<file path="config.mk">
export PLATFORM = sky130hd
export DESIGN_NAME = alu_issue_stage
export DESIGN_NICKNAME = d
export VERILOG_FILES = /design/src/rtl/alu_pkg.sv /design/src/rtl/alu_issue_stage_fifo.sv /design/src/rtl/alu_issue_stage.sv
export SDC_FILE = /design/constraint.sdc
export NUM_CORES = 1
export LEC_CHECK = 0
export CAP_MARGIN = 20
export CORE_AREA = 2 2 134 136
export CTS_CLUSTER_DIAMETER = 40
export DETAILED_ROUTE_END_ITERATION = 16
export DIE_AREA = 0 0 136 138
export DONT_BUFFER_PORTS = 1
export HOLD_SLACK_MARGIN = 0.02
export PLACE_DENSITY = 0.58
export SLEW_MARGIN = 20
export SYNTH_ARGS = -nofsm -noshare
export SYNTH_HDL_FRONTEND = slang
export SYNTH_SLANG_ARGS = --single-unit
</file>
<file path="constraint.sdc">
create_clock -name clk -period 5.2 [get_ports clk]
set_clock_uncertainty 0.1 [all_clocks]
set_input_delay 1.3 -clock clk [delete_from_list [all_inputs] [get_ports clk]]
set_output_delay 1.3 -clock clk [all_outputs]
set_load 0.1 [all_outputs]
</file>
<file path="src/rtl/alu_pkg.sv">
// alu_pkg: opcodes, flag bit positions and the command record shared by the ALU issue stage.
package alu_pkg;
   localparam logic [3:0] OP_ADD  = 4'b0000;
   localparam logic [3:0] OP_SUB  = 4'b0001;
   localparam logic [3:0] OP_MUL  = 4'b0010;
   localparam logic [3:0] OP_DIV  = 4'b0011;
   localparam logic [3:0] OP_AND  = 4'b0100;
   localparam logic [3:0] OP_OR   = 4'b0101;
   localparam logic [3:0] OP_XOR  = 4'b0110;
   localparam logic [3:0] OP_NOT  = 4'b0111;
   localparam logic [3:0] OP_SHL  = 4'b1000;
   localparam logic [3:0] OP_SHR  = 4'b1001;
   localparam logic [3:0] OP_LAST = 4'b1001;

   localparam int FLG_ZERO  = 0;
   localparam int FLG_CARRY = 1;
   localparam int FLG_OVF   = 2;
   localparam int FLG_DBZ   = 3;
   localparam int FLG_ILL   = 4;

   localparam int CMD_WIDTH = 8;
   localparam int CMD_TAG_W = 4;

   // Default-width command record; the top builds the same layout at its own WIDTH/TAG_W.
   typedef struct packed {
      logic [3:0]           sel;
      logic [CMD_WIDTH-1:0] a;
      logic [CMD_WIDTH-1:0] b;
      logic                 use_acc;
      logic [CMD_TAG_W-1:0] tag;
   } alu_cmd_t;
endpackage

</file>
<file path="src/rtl/alu_issue_stage_fifo.sv">
// alu_cmd_fifo: synchronous-reset command FIFO with occupancy output; full blocks pushes, empty blocks pops.
module alu_cmd_fifo #(
   parameter int DW    = 8,
   parameter int DEPTH = 4,
   localparam int AW   = $clog2(DEPTH)
) (
   input  logic          clk,
   input  logic          rst,
   input  logic          push,
   input  logic          pop,
   input  logic [DW-1:0] din,
   output logic [DW-1:0] dout,
   output logic          full,
   output logic          empty,
   output logic [AW:0]   level
);
   logic [DW-1:0] mem_q [DEPTH];
   logic [DW-1:0] mem_d [DEPTH];
   logic [AW-1:0] wr_q, wr_d, rd_q, rd_d;
   logic [AW:0]   level_q, level_d;
   logic          do_push, do_pop;

   assign full  = level_q == (AW+1)'(DEPTH);
   assign empty = level_q == '0;
   assign level = level_q;
   assign dout  = mem_q[rd_q];

   always_comb begin
      do_push = push && !full;
      do_pop  = pop && !empty;
      mem_d   = mem_q;
      if (do_push) mem_d[wr_q] = din;
      wr_d    = do_push ? wr_q + 1'b1 : wr_q;
      rd_d    = do_pop ? rd_q + 1'b1 : rd_q;
      level_d = level_q + {{AW{1'b0}}, do_push} - {{AW{1'b0}}, do_pop};
   end

   always_ff @(posedge clk) begin
      if (rst) begin
         mem_q   <= '{default: '0};
         wr_q    <= '0;
         rd_q    <= '0;
         level_q <= '0;
      end else begin
         mem_q   <= mem_d;
         wr_q    <= wr_d;
         rd_q    <= rd_d;
         level_q <= level_d;
      end
   end
endmodule

</file>
<file path="src/rtl/alu_issue_stage.sv">
// alu_issue_stage: queues ALU commands, drives alu_design from the FIFO head and captures results into a valid/ready slot.
module alu_issue_stage #(
   parameter int WIDTH = 8,
   parameter int DEPTH = 4,
   parameter int TAG_W = 4,
   parameter int CNT_W = 8
) (
   input  logic                     clk,
   input  logic                     rst,
   input  logic                     in_valid,
   output logic                     in_ready,
   input  logic [3:0]               in_sel,
   input  logic [WIDTH-1:0]         in_a,
   input  logic [WIDTH-1:0]         in_b,
   input  logic                     in_use_acc,
   input  logic [TAG_W-1:0]         in_tag,
   output logic [WIDTH-1:0]         alu_a,
   output logic [WIDTH-1:0]         alu_b,
   output logic [3:0]               alu_sel,
   input  logic [WIDTH-1:0]         alu_result,
   input  logic [WIDTH-1:0]         alu_quotient,
   input  logic [WIDTH-1:0]         alu_remainder,
   input  logic                     alu_carry,
   input  logic                     alu_overflow,
   input  logic                     alu_zero,
   input  logic                     alu_div_by_zero,
   output logic                     out_valid,
   input  logic                     out_ready,
   output logic [WIDTH-1:0]         out_result,
   output logic [WIDTH-1:0]         out_remainder,
   output logic [4:0]               out_flags,
   output logic [TAG_W-1:0]         out_tag,
   output logic [WIDTH-1:0]         acc_value,
   output logic [CNT_W-1:0]         dbz_count,
   output logic [$clog2(DEPTH):0]   fifo_level
);
   import alu_pkg::*;

   typedef struct packed {
      logic [3:0]       sel;
      logic [WIDTH-1:0] a;
      logic [WIDTH-1:0] b;
      logic             use_acc;
      logic [TAG_W-1:0] tag;
   } cmd_t;

   cmd_t             in_cmd, head;
   logic             full, empty, issue, legal, is_div, dbz;
   logic [WIDTH-1:0] res, rem;
   logic [4:0]       flags;
   logic             valid_q, valid_d;
   logic [WIDTH-1:0] result_q, result_d, rem_q, rem_d, acc_q, acc_d;
   logic [4:0]       flags_q, flags_d;
   logic [TAG_W-1:0] tag_q, tag_d;
   logic [CNT_W-1:0] cnt_q, cnt_d;

   assign in_cmd   = '{sel: in_sel, a: in_a, b: in_b, use_acc: in_use_acc, tag: in_tag};
   assign in_ready = !full;

   alu_cmd_fifo #(.DW($bits(cmd_t)), .DEPTH(DEPTH)) u_fifo (
      .clk   (clk),
      .rst   (rst),
      .push  (in_valid && !full),
      .pop   (issue),
      .din   (in_cmd),
      .dout  (head),
      .full  (full),
      .empty (empty),
      .level (fifo_level)
   );

   always_comb begin
      alu_sel = empty ? '0 : head.sel;
      alu_b   = empty ? '0 : head.b;
      alu_a   = empty ? '0 : (head.use_acc ? acc_q : head.a);
      issue   = !empty && (!valid_q || out_ready);
      legal   = head.sel <= OP_LAST;
      is_div  = head.sel == OP_DIV;
      dbz     = is_div && alu_div_by_zero;
      res     = (!legal || dbz) ? '0 : (is_div ? alu_quotient : alu_result);
      rem     = (is_div && !dbz) ? alu_remainder : '0;
      flags   = '0;
      flags[FLG_ILL]   = !legal;
      flags[FLG_DBZ]   = legal && dbz;
      flags[FLG_OVF]   = legal && alu_overflow;
      flags[FLG_CARRY] = legal && alu_carry;
      // Divide reports zero on the captured quotient, not on alu_result.
      flags[FLG_ZERO]  = legal && (is_div ? res == '0 : alu_zero);
      valid_d  = issue ? 1'b1 : (out_ready ? 1'b0 : valid_q);
      result_d = issue ? res : result_q;
      rem_d    = issue ? rem : rem_q;
      flags_d  = issue ? flags : flags_q;
      tag_d    = issue ? head.tag : tag_q;
      acc_d    = (issue && legal && !dbz) ? res : acc_q;
      cnt_d    = (issue && dbz && !(&cnt_q)) ? cnt_q + 1'b1 : cnt_q;
   end

   always_ff @(posedge clk) begin
      if (rst) begin
         valid_q  <= 1'b0;
         result_q <= '0;
         rem_q    <= '0;
         flags_q  <= '0;
         tag_q    <= '0;
         acc_q    <= '0;
         cnt_q    <= '0;
      end else begin
         valid_q  <= valid_d;
         result_q <= result_d;
         rem_q    <= rem_d;
         flags_q  <= flags_d;
         tag_q    <= tag_d;
         acc_q    <= acc_d;
         cnt_q    <= cnt_d;
      end
   end

   assign out_valid     = valid_q;
   assign out_result    = result_q;
   assign out_remainder = rem_q;
   assign out_flags     = flags_q;
   assign out_tag       = tag_q;
   assign acc_value     = acc_q;
   assign dbz_count     = cnt_q;
endmodule
</file>
== After elaboration in Yosys (flattened, before gate mapping) ==
Index checks and enable logic that the tools add are counted.

* Word-level logic and storage cells: 70
* Output and inout port bits: 66
* Register bits: 149
* Bits of input ports: 57

* Add/sub/neg operators: 5
* Equality and inequality tests: 2
* Bitwise gates (word level): 2
* Mux-type cells: 16
* Reductions and logical operators: 27
* Order comparisons: 4

{| class="wikitable"
|+ Operator list
! cell !! count
|-
| 100-bit bitwise mux || 1
|-
| 25-bit 2-to-1 mux || 3
|-
| 25-bit binary-select mux with 2-bit select || 1
|-
| 25-bit demux with 2-bit select || 1
|-
| 8-bit 2-to-1 mux || 6
|-
| 1-bit logical AND || 15
|-
| 8-bit by 1-bit adder with 8-bit output (second input constant) || 1
|-
| 8-bit zero test || 1
|-
| 8-bit AND reduction || 1
|-
| 3-bit greater-or-equal comparator (second input constant) || 2
|-
| 1-bit zero test || 6
|-
| 2-bit NOT with 3-bit output || 2
|-
| 2-bit by 1-bit adder with 2-bit output (second input constant) || 2
|-
| 4-bit by 2-bit equality test with 1-bit output (second input constant) || 1
|-
| 4-bit <= comparator (second input constant) || 1
|-
| 4-bit 2-to-1 mux || 1
|-
| 3-bit by 1-bit adder with 3-bit output || 1
|-
| 3-bit equality test (second input constant) || 1
|-
| 3-bit zero test || 1
|-
| 3-bit by 1-bit < comparator with 1-bit output (second input constant) || 1
|-
| 1-bit 2-to-1 mux || 3
|-
| 3-bit by 1-bit subtractor with 3-bit output || 1
|-
| 1-bit logical OR || 2
|-
| 2-bit nonzero test || 1
|}

== Depth between registers and ports, before layout ==
Gate-level depths: netlist of the first run.

* Depth in word-level cells: 11
* Depth in mapped cells: 13

== Modules after synthesis ==
Synthesis of the first run repeated with hierarchy kept, for this count alone.

* Cells, all modules: 655
* Area total of the unflattened synthesis: 6911.6 sq um

{| class="wikitable"
|+ Modules (own cells, without submodules)
! module !! times used !! area each (sq um) !! cells an instance
|-
| alu_cmd_fifo || 1 || 4967.3 || 430
|-
| alu_issue_stage || 1 || 1944.4 || 225
|}

== Worst setup path after synthesis of the first run ==
OpenSTA, ideal clock, no wires.

* Path kind: reg2out
* Start point: register u_fifo.level_q[1] (netlist: u_fifo.level[1])
* End point: output port alu_a[0]
* Path slack: 1024 ps
* Path buffers: 1
* Arrival time: 2776 ps
* Required time: 3800 ps
* Stages on the path, launching flop included: 4
* Cells stage by stage: dfxtp_1 -> nor3_1 -> clkbuf_1 -> nor2_1

* Word-level cells in the longest chain between the ends: 2

{| class="wikitable"
|+ RTL lines
! item !! line !! source
|-
| start: declaration || alu_issue_stage_fifo.sv:20 || <nowiki>logic [AW:0] level_q, level_d;</nowiki>
|-
| start signal: assignment || alu_issue_stage_fifo.sv:48 || <nowiki>level_q <= level_d;</nowiki>
|-
| 3-bit zero test || alu_issue_stage_fifo.sv:24 || <nowiki>assign empty = level_q == '0;</nowiki>
|-
| 8-bit 2-to-1 mux || alu_issue_stage.sv:75 || <nowiki>alu_a = empty ? '0 : (head.use_acc ? acc_q : head.a);</nowiki>
|-
| end: declaration || alu_issue_stage.sv:17 || <nowiki>output logic [WIDTH-1:0] alu_a,</nowiki>
|}

Every way passes these cells.

== Worst setup path in the final report of the first run ==
* Start point: register u_fifo.rd_q[1]
* End point: output port alu_sel[1]

* Word-level cells in the longest chain between the ends: 5

{| class="wikitable"
|+ RTL lines
! item !! line !! source
|-
| start: declaration || alu_issue_stage_fifo.sv:19 || <nowiki>logic [AW-1:0] wr_q, wr_d, rd_q, rd_d;</nowiki>
|-
| start signal: assignment || alu_issue_stage_fifo.sv:47 || <nowiki>rd_q <= rd_d;</nowiki>
|-
| 2-bit NOT with 3-bit output (implied by the code) || alu_issue_stage_fifo.sv:26 || <nowiki>assign dout = mem_q[rd_q];</nowiki>
|-
| 25-bit binary-select mux with 2-bit select || alu_issue_stage_fifo.sv:26 ||
|-
| 25-bit 2-to-1 mux (implied by the code) (2 in a row) || alu_issue_stage_fifo.sv:26 ||
|-
| 4-bit 2-to-1 mux || alu_issue_stage.sv:73 || <nowiki>alu_sel = empty ? '0 : head.sel;</nowiki>
|-
| end: declaration || alu_issue_stage.sv:19 || <nowiki>output logic [3:0] alu_sel,</nowiki>
|}

Every way passes these cells. The select of a mux whose other input is x is not followed.

==> impl_results.md, run 1 <==
- Post-synth EDFFs: 0
- Dpl ws: 1.47 ns
- Filler cell count: 1710
- Status: completed
- Post-synthesis instance area: 6650 um2
- RSZ-0062 raised after global routing: false
- Critical R2R Launch: u_fifo.rd_q[1]$_SDFFE_PP0P_
- Setup Viol. Count Final: 0
- LEAKAGE: 2.64 nW
- Layout area overhead: 14.5%
- Startpoint types: register
- Post-CTS setup buffers: 0
- VDD IR-drop max: 273 uV
- Worst-case clock buffer depth: 2
- Delay-heaviest family, CP: flip-flops
- Sw Share: 0.450
- Vias in the first global route: 5392
- Final Hold Viols: 0
- F_max: 241 MHz
- Pint: 2.54 mW
- Dominant synthesized flop cell: dfxtp_1
- Final WL: 18600 um
- WP data required: 3.80 ns
- Final setup margin: 1.05 ns
- Global-route wire length before repair: 29000 um
- Die area: 18800 um2
- Initial Util: 0.379
- CP endpoint kind: output port
- CTS Sinks: 149
- Std-Cell Rows: 49
- R2r worst-path depth: 5
- Post-Syn Instances: 757
- GRT Util Overall: 0.198
- Final worst-path cycle share: 0.798
- Hpwl dp: 11900 um
- Max Slew Vio Count: 0
- DRC viols: 0
- Seq/Total Area, Yosys: 0.449
- Post-cts resize count: 0
- Crit path max fanout: 21
- Final instance area: 7610 um2
- Nets@finish: 821
- Drt pass-1 iters: 5
- Pin count of the biggest net entering global routing: 167
- Slowest CP cell: dfxtp_1
- IO Count: 123
- Placed instance area: 6990 um2
- Worst reg2reg setup slack: 2.12 ns
- Crit-path cells: buf_4, mux4_2, and2_1, buf_4
- #FFs+latches synth: 149
- Synth Net Count: 822
- Synth async-reset ratio: 0
- Worst hold path stage count: 2
- N_diodes: 0
- Reg-to-reg critical path endpoint: dbz_count[5]$_SDFFE_PP0P_
- Power per cell area: 607 nW/um2
- Syn avg cell area: 8.78 um2
- Clock root buffer: clkbuf_16
- Post-cts hold buffer count: 0
- Setup CP Type: reg -> out
- CTS tree: done
- Hold path endpoint: u_fifo.mem_q[89]$_SDFFE_PP0P_
- Vias per cell: 5.52
- Hold wc startpoint: u_fifo.mem_q[89]$_SDFFE_PP0P_
- Placer congestion estimate: 0.787
- Setup TNS Final: 0 ns
- Initial DRC count: 263
- Fin Hold WS: 0.349 ns
- GRT overflow: 0
- Clk pwr share: 0.282
- Layout cells sized above 1: 0.151
- YS warnings: 0
- Die X: 136 um
- Net switching power: 2.08 mW
- Crit path DAT: 2.75 ns
- Core Region: 17500 um2
- Worst hold path class: reg -> reg
- Antenna violations before repair: 0
- DR WL/cell: 18.6 um
- Seq pwr share: 0.415
- Distinct cells, synth: 50
- Worst path bufs/invs: 2
- Relative slew slack: 0.248
- Combinational Power Share: 0.303
- H-tree Lvls: 4
- CTS Buf Count: 17
- Die height: 138 um
- Slew at the pin with the worst max-slew slack: 1.13 ns
- Slowest cell delay on critical path: 1.05 ns
- Crit path time final: 4.15 ns
- Final ANT Viol Nets: 0
- Max cap viols: 0
- Worst-path clk slew: 0.06 ns
- Port Buf Inserts: 0
- Vias post-DR: 5504
- Worst path most repeated cell: buf_4
- Clk_lat worst skew: 0.42 ns
==> metal layers <==
layer | share of wire | vias up | GRT usage | wire length (um)
met5 | 0 | - | 0 | 0
met4 | 0.010 | 0 | 0.0554 | 191
met3 | 0.076 | 20 | 0.0587 | 1410
met2 | 0.49 | 193 | 0.334 | 9200
met1 | 0.42 | 2678 | 0.246 | 7790
li1 | - | 2613 | - | -
==> cell usage in the layout (no fill, tap or decap), types with 9 or more instances in the layout <==
cell type	instances
mux4_2	24
mux2i_1	19
nor2b_1	10
nor2_1	15
a21oi_1	118
nand2_1	223
nand3b_1	9
and2_1	13
nand3_1	12
clkbuf_16	17
inv_1	9
a211oi_1	9
buf_4	37
dfxtp_1	148
==> per-stage QoR <==
step                total power [mW]  cells   util
floorplan                       3.00    757      -
global placement                3.31    966  0.399
detailed placement              3.35    966  0.399
CTS                             4.66    997  0.434
global route                    4.81    997  0.434
finish                          4.62    997  0.434
==> tightest hold or removal path: stages (launching register included) <==
cell	delay [ns]
dfxtp_1	0.31
nand2_1	0.05
a21oi_1	0.05
==> power by group through the flow <==
stage	Combinational, mW	Sequential, mW	Clock, mW
3_3_place_gp	1.37	1.94	0
6_report	1.40	1.92	1.30
3_5_place_dp	1.41	1.94	0
4_1_cts	1.41	1.92	1.33
2_1_floorplan	1.02	1.98	0
5_1_grt	1.49	1.94	1.38
==> registers in the layout (all words and copies together) (netlist names) <==
register       flops
out_flags          5
u_fifo.wr_q        2
u_fifo.rd_q        2
dbz_count          8
out_tag            4
u_fifo.mem_q     100
acc_value          8
out_result         8
out_remainder      8
u_fifo.level       3
out_valid          1
==> worst max-delay path by stage <==
stage / from / to / cells after the start
3_3_place_gp: u_fifo.rd_q[1]$_SDFFE_PP0P_ / alu_sel[1] / 4
5_1_grt: u_fifo.rd_q[0]$_SDFFE_PP0P_ / alu_a[0] / 5
2_1_floorplan: u_fifo.level[1]$_SDFF_PP0_ / alu_a[0] / 3
3_5_place_dp: u_fifo.rd_q[1]$_SDFFE_PP0P_ / alu_sel[1] / 4
4_1_cts: u_fifo.rd_q[1]$_SDFFE_PP0P_ / alu_sel[1] / 4
6_report: u_fifo.rd_q[1]$_SDFFE_PP0P_ / alu_sel[1] / 4
==> layout make-up <==
class | count | area [um2] | area share
Clock buffer | 19 | 443 | 0.0582
Clock inverter | 12 | 178 | 0.0233
Inverter | 9 | 33.8 | 0.00444
Multi-Input combinational cell | 542 | 3410 | 0.448
Sequential cell | 149 | 2980 | 0.392
Tap cell | 229 | 287 | 0.0376
Timing Repair Buffer | 37 | 278 | 0.0365
==> cells by family after synthesis <==
logic type / share of synthesized area
adders and majority gates: 0.0162
DFF: 0.449
xor gates and xnor gates: 0.00659
muxes: 0.129
and+or+nand+nor: 0.227
buffers and inverters: 0.0422
AOI/OAI and AO/OA: 0.130
==> synthesized netlist by cell type (7+ instances only) <==
library cell / n / area share
nand2_1: 223 / 0.13
a311oi_1: 8 / 0.011
and2_1: 13 / 0.012
nand3_1: 12 / 0.0090
o31ai_1: 8 / 0.0090
mux2i_1: 19 / 0.029
ha_1: 7 / 0.013
nor2b_1: 10 / 0.0094
clkbuf_1: 47 / 0.027
or4b_1: 8 / 0.012
nand3b_1: 9 / 0.010
a21oi_1: 118 / 0.089
a211oi_1: 9 / 0.010
nor2_1: 23 / 0.013
dfxtp_1: 149 / 0.45
inv_1: 9 / 0.0051
mux4_2: 24 / 0.081
No activity file was read; power rests on OpenSTA's default activity.
==> inputs of run 2 (changes only) <==
==> constraint.sdc (replaced) <==
create_clock -name clk -period 4 [get_ports clk]
set_clock_uncertainty 0.1 [all_clocks]
set_input_delay 1 -clock clk [delete_from_list [all_inputs] [get_ports clk]]
set_output_delay 1 -clock clk [all_outputs]
set_load 0.1 [all_outputs]
==> run 2 against run 1 <==
Final cell count grew 1.1%. Cell area up 0.64%. Via count fell by 0.35%. Flip-flop and latch count stayed put. Total power increased by 29%. Critical path type unchanged.
==> impl_results.md, run 2 (same netlist as run 1, synthesis figures left out) <==
- Post-cts resize count: 0 (unchanged)
- Crit path DAT: 2.42 ns (-0.33 ns)
- Slew at the pin with the worst max-slew slack: 1.15 ns (+0.0247 ns)
- GRT overflow: 0 (unchanged)
- Final worst-path cycle share: 0.880
- DRC viols: 0 (unchanged)
- Die height: 138 um (unchanged)
- CP endpoint kind: output port
- Layout area overhead: 15.2%
- CTS Sinks: 149 (unchanged)
- Worst hold path class: reg -> reg
- Status: completed
- CTS tree: done
- Top reg by flops: u_fifo.mem_q
- Layout cells sized above 1: 0.168 (+0.0173)
- Relative slew slack: 0.231 (-0.0165)
- Worst-case clock buffer depth: 2 (unchanged)
- Crit path time final: 3.52 ns
- Setup CP Type: reg -> out
- Worst-path clk slew: 0.06 ns (about the same)
- VDD IR-drop max: 354 uV (+30%)
- Antenna violations before repair: 0 (unchanged)
- Max reg flops: 100 (unchanged)
- DR WL/cell: 18.3 um (-2.0%)
- Max cap viols: 0 (unchanged)
- Setup Viol. Count Final: 0 (unchanged)
- CTS Buf Count: 17 (unchanged)
- Commonest non-fill, non-tap cells in the layout: nand2_1 (223), dfxtp_1 (148), a21oi_1 (118)
- Die area: 18800 um2 (unchanged)
- Pin count of the biggest net entering global routing: 167 (unchanged)
- Port Buf Inserts: 0 (unchanged)
- Startpoint types: register
- Hpwl dp: 12000 um (+0.86%)
- Initial DRC count: 432 (+64%)
- Final WL: 18400 um (-0.96%)
- Crit path max fanout: 13 (-38%)
- Clock root buffer: clkbuf_16
- Post-CTS setup buffers: 0 (unchanged)
- GRT Util Overall: 0.195 (-0.00359)
- Drt pass-1 iters: 5 (unchanged)
- Global-route wire length before repair: 28600 um (-1.2%)
- Post-layout util: 0.437 (+0.00278)
- LEAKAGE: 2.66 nW (+0.93%)
- Commonest non-fill, non-tap cell in the layout: nand2_1
- Max Slew Vio Count: 0 (unchanged)
- WP data required: 2.90 ns (-0.90 ns)
- Setup TNS Final: 0 ns (unchanged)
- Final ANT Viol Nets: 0 (unchanged)
- Post-cts hold buffer count: 0 (unchanged)
- IO Count: 123 (unchanged)
- Std-Cell Rows: 49 (unchanged)
- Vias per cell: 5.44 (-1.4%)
- Nets@finish: 830 (+1.1%)
- Die X: 136 um (unchanged)
- Vias in the first global route: 5363 (-0.54%)
- Core Region: 17500 um2 (unchanged)
- Final Hold Viols: 0 (unchanged)
- H-tree Lvls: 4 (unchanged)
- RSZ-0062 raised after global routing: false
- Clk_lat worst skew: 0.41 ns (about the same)
- Placer congestion estimate: 0.828 (+5.2%)
- F_max: 284 MHz
- Initial Util: 0.379 (unchanged)
- Power per cell area: 776 nW/um2 (+28%)
- Vias post-DR: 5485 (-0.35%)
-- run 2: changes by cell type in the layout (fill, tap and decap cells not counted) --
cell        previous run  this run
buf_4                 37        46
clkinvlp_4             1         4
inv_6                  2         1
and3_2                 0         4
clkinv_4               2         1
clkinv_2               3         4
bufinv_16              4         2
diode_2                0         1
clkbuf_8               1         3
and3_1                 5         1
clkbuf_1               1         0
-- run 2: cell type report --
| class | count | area [um2] |
|---|---|---|
| timing repair buffer | 46 | 345 |
| antenna | 1 | 2.50 |
| sequential | 149 | 2980 |
| tap | 229 | 287 |
| clock inverter | 12 | 128 |
| fill | 1740 | 9870 |
| multi-input combinational | 542 | 3410 |
| clock buffer | 20 | 467 |
| inverter | 9 | 33.8 |
-- run 2: worst paths after layout --
kind | to | cells after the start | start | slack, ns
hold reg to reg | u_fifo.mem_q[31]$_SDFFE_PP0P_ | 2 | u_fifo.mem_q[31]$_SDFFE_PP0P_ | 0.35
setup reg to reg | dbz_count[2]$_SDFFE_PP0P_ | 5 | u_fifo.rd_q[0]$_SDFFE_PP0P_ | 1.07
setup / recovery | alu_sel[0] | 4 | u_fifo.rd_q[0]$_SDFFE_PP0P_ | 0.48
hold / removal | u_fifo.mem_q[31]$_SDFFE_PP0P_ | 2 | u_fifo.mem_q[31]$_SDFFE_PP0P_ | 0.35
-- run 2: per-stage QoR --
stage / instance area (um2) / std cells / worst slack, ns / hold slack (ns) / power [mW]
global placement: 7060 / 975 / 0.921 / 0.334 / 4.35
floorplan: 6650 / 757 / 0.124 / 0.333 / 3.90
detailed placement: 7060 / 975 / 0.897 / 0.341 / 4.40
global route: 7660 / 1007 / 0.375 / 0.367 / 6.20
finish: 7660 / 1008 / 0.482 / 0.351 / 5.95
CTS: 7660 / 1007 / 0.452 / 0.349 / 5.99
-- run 2: power by group --
group	total [mW]	internal [mW]	switching [mW]
registers	2.19	1.68	0.503
logic	2.17	0.607	1.56
clock network	1.59	0.966	0.625
total	5.95	3.26	2.69
-- run 2: layer usage --
layer	wire [um]	vias to the layer above	part of all wire	GRT usage
met1	7370	2609	0.40	0.233
met3	1710	24	0.093	0.0609
met2	9020	224	0.49	0.332
met4	306	0	0.017	0.0614
li1	-	2628	-	-
met5	0	-	0	0
-- run 2: critical path, stage by stage, from the launching register on --
cell,delay (ns)
dfxtp_2,0.62
buf_4,0.27
mux4_1,0.66
and2_1,0.22
buf_4,0.23
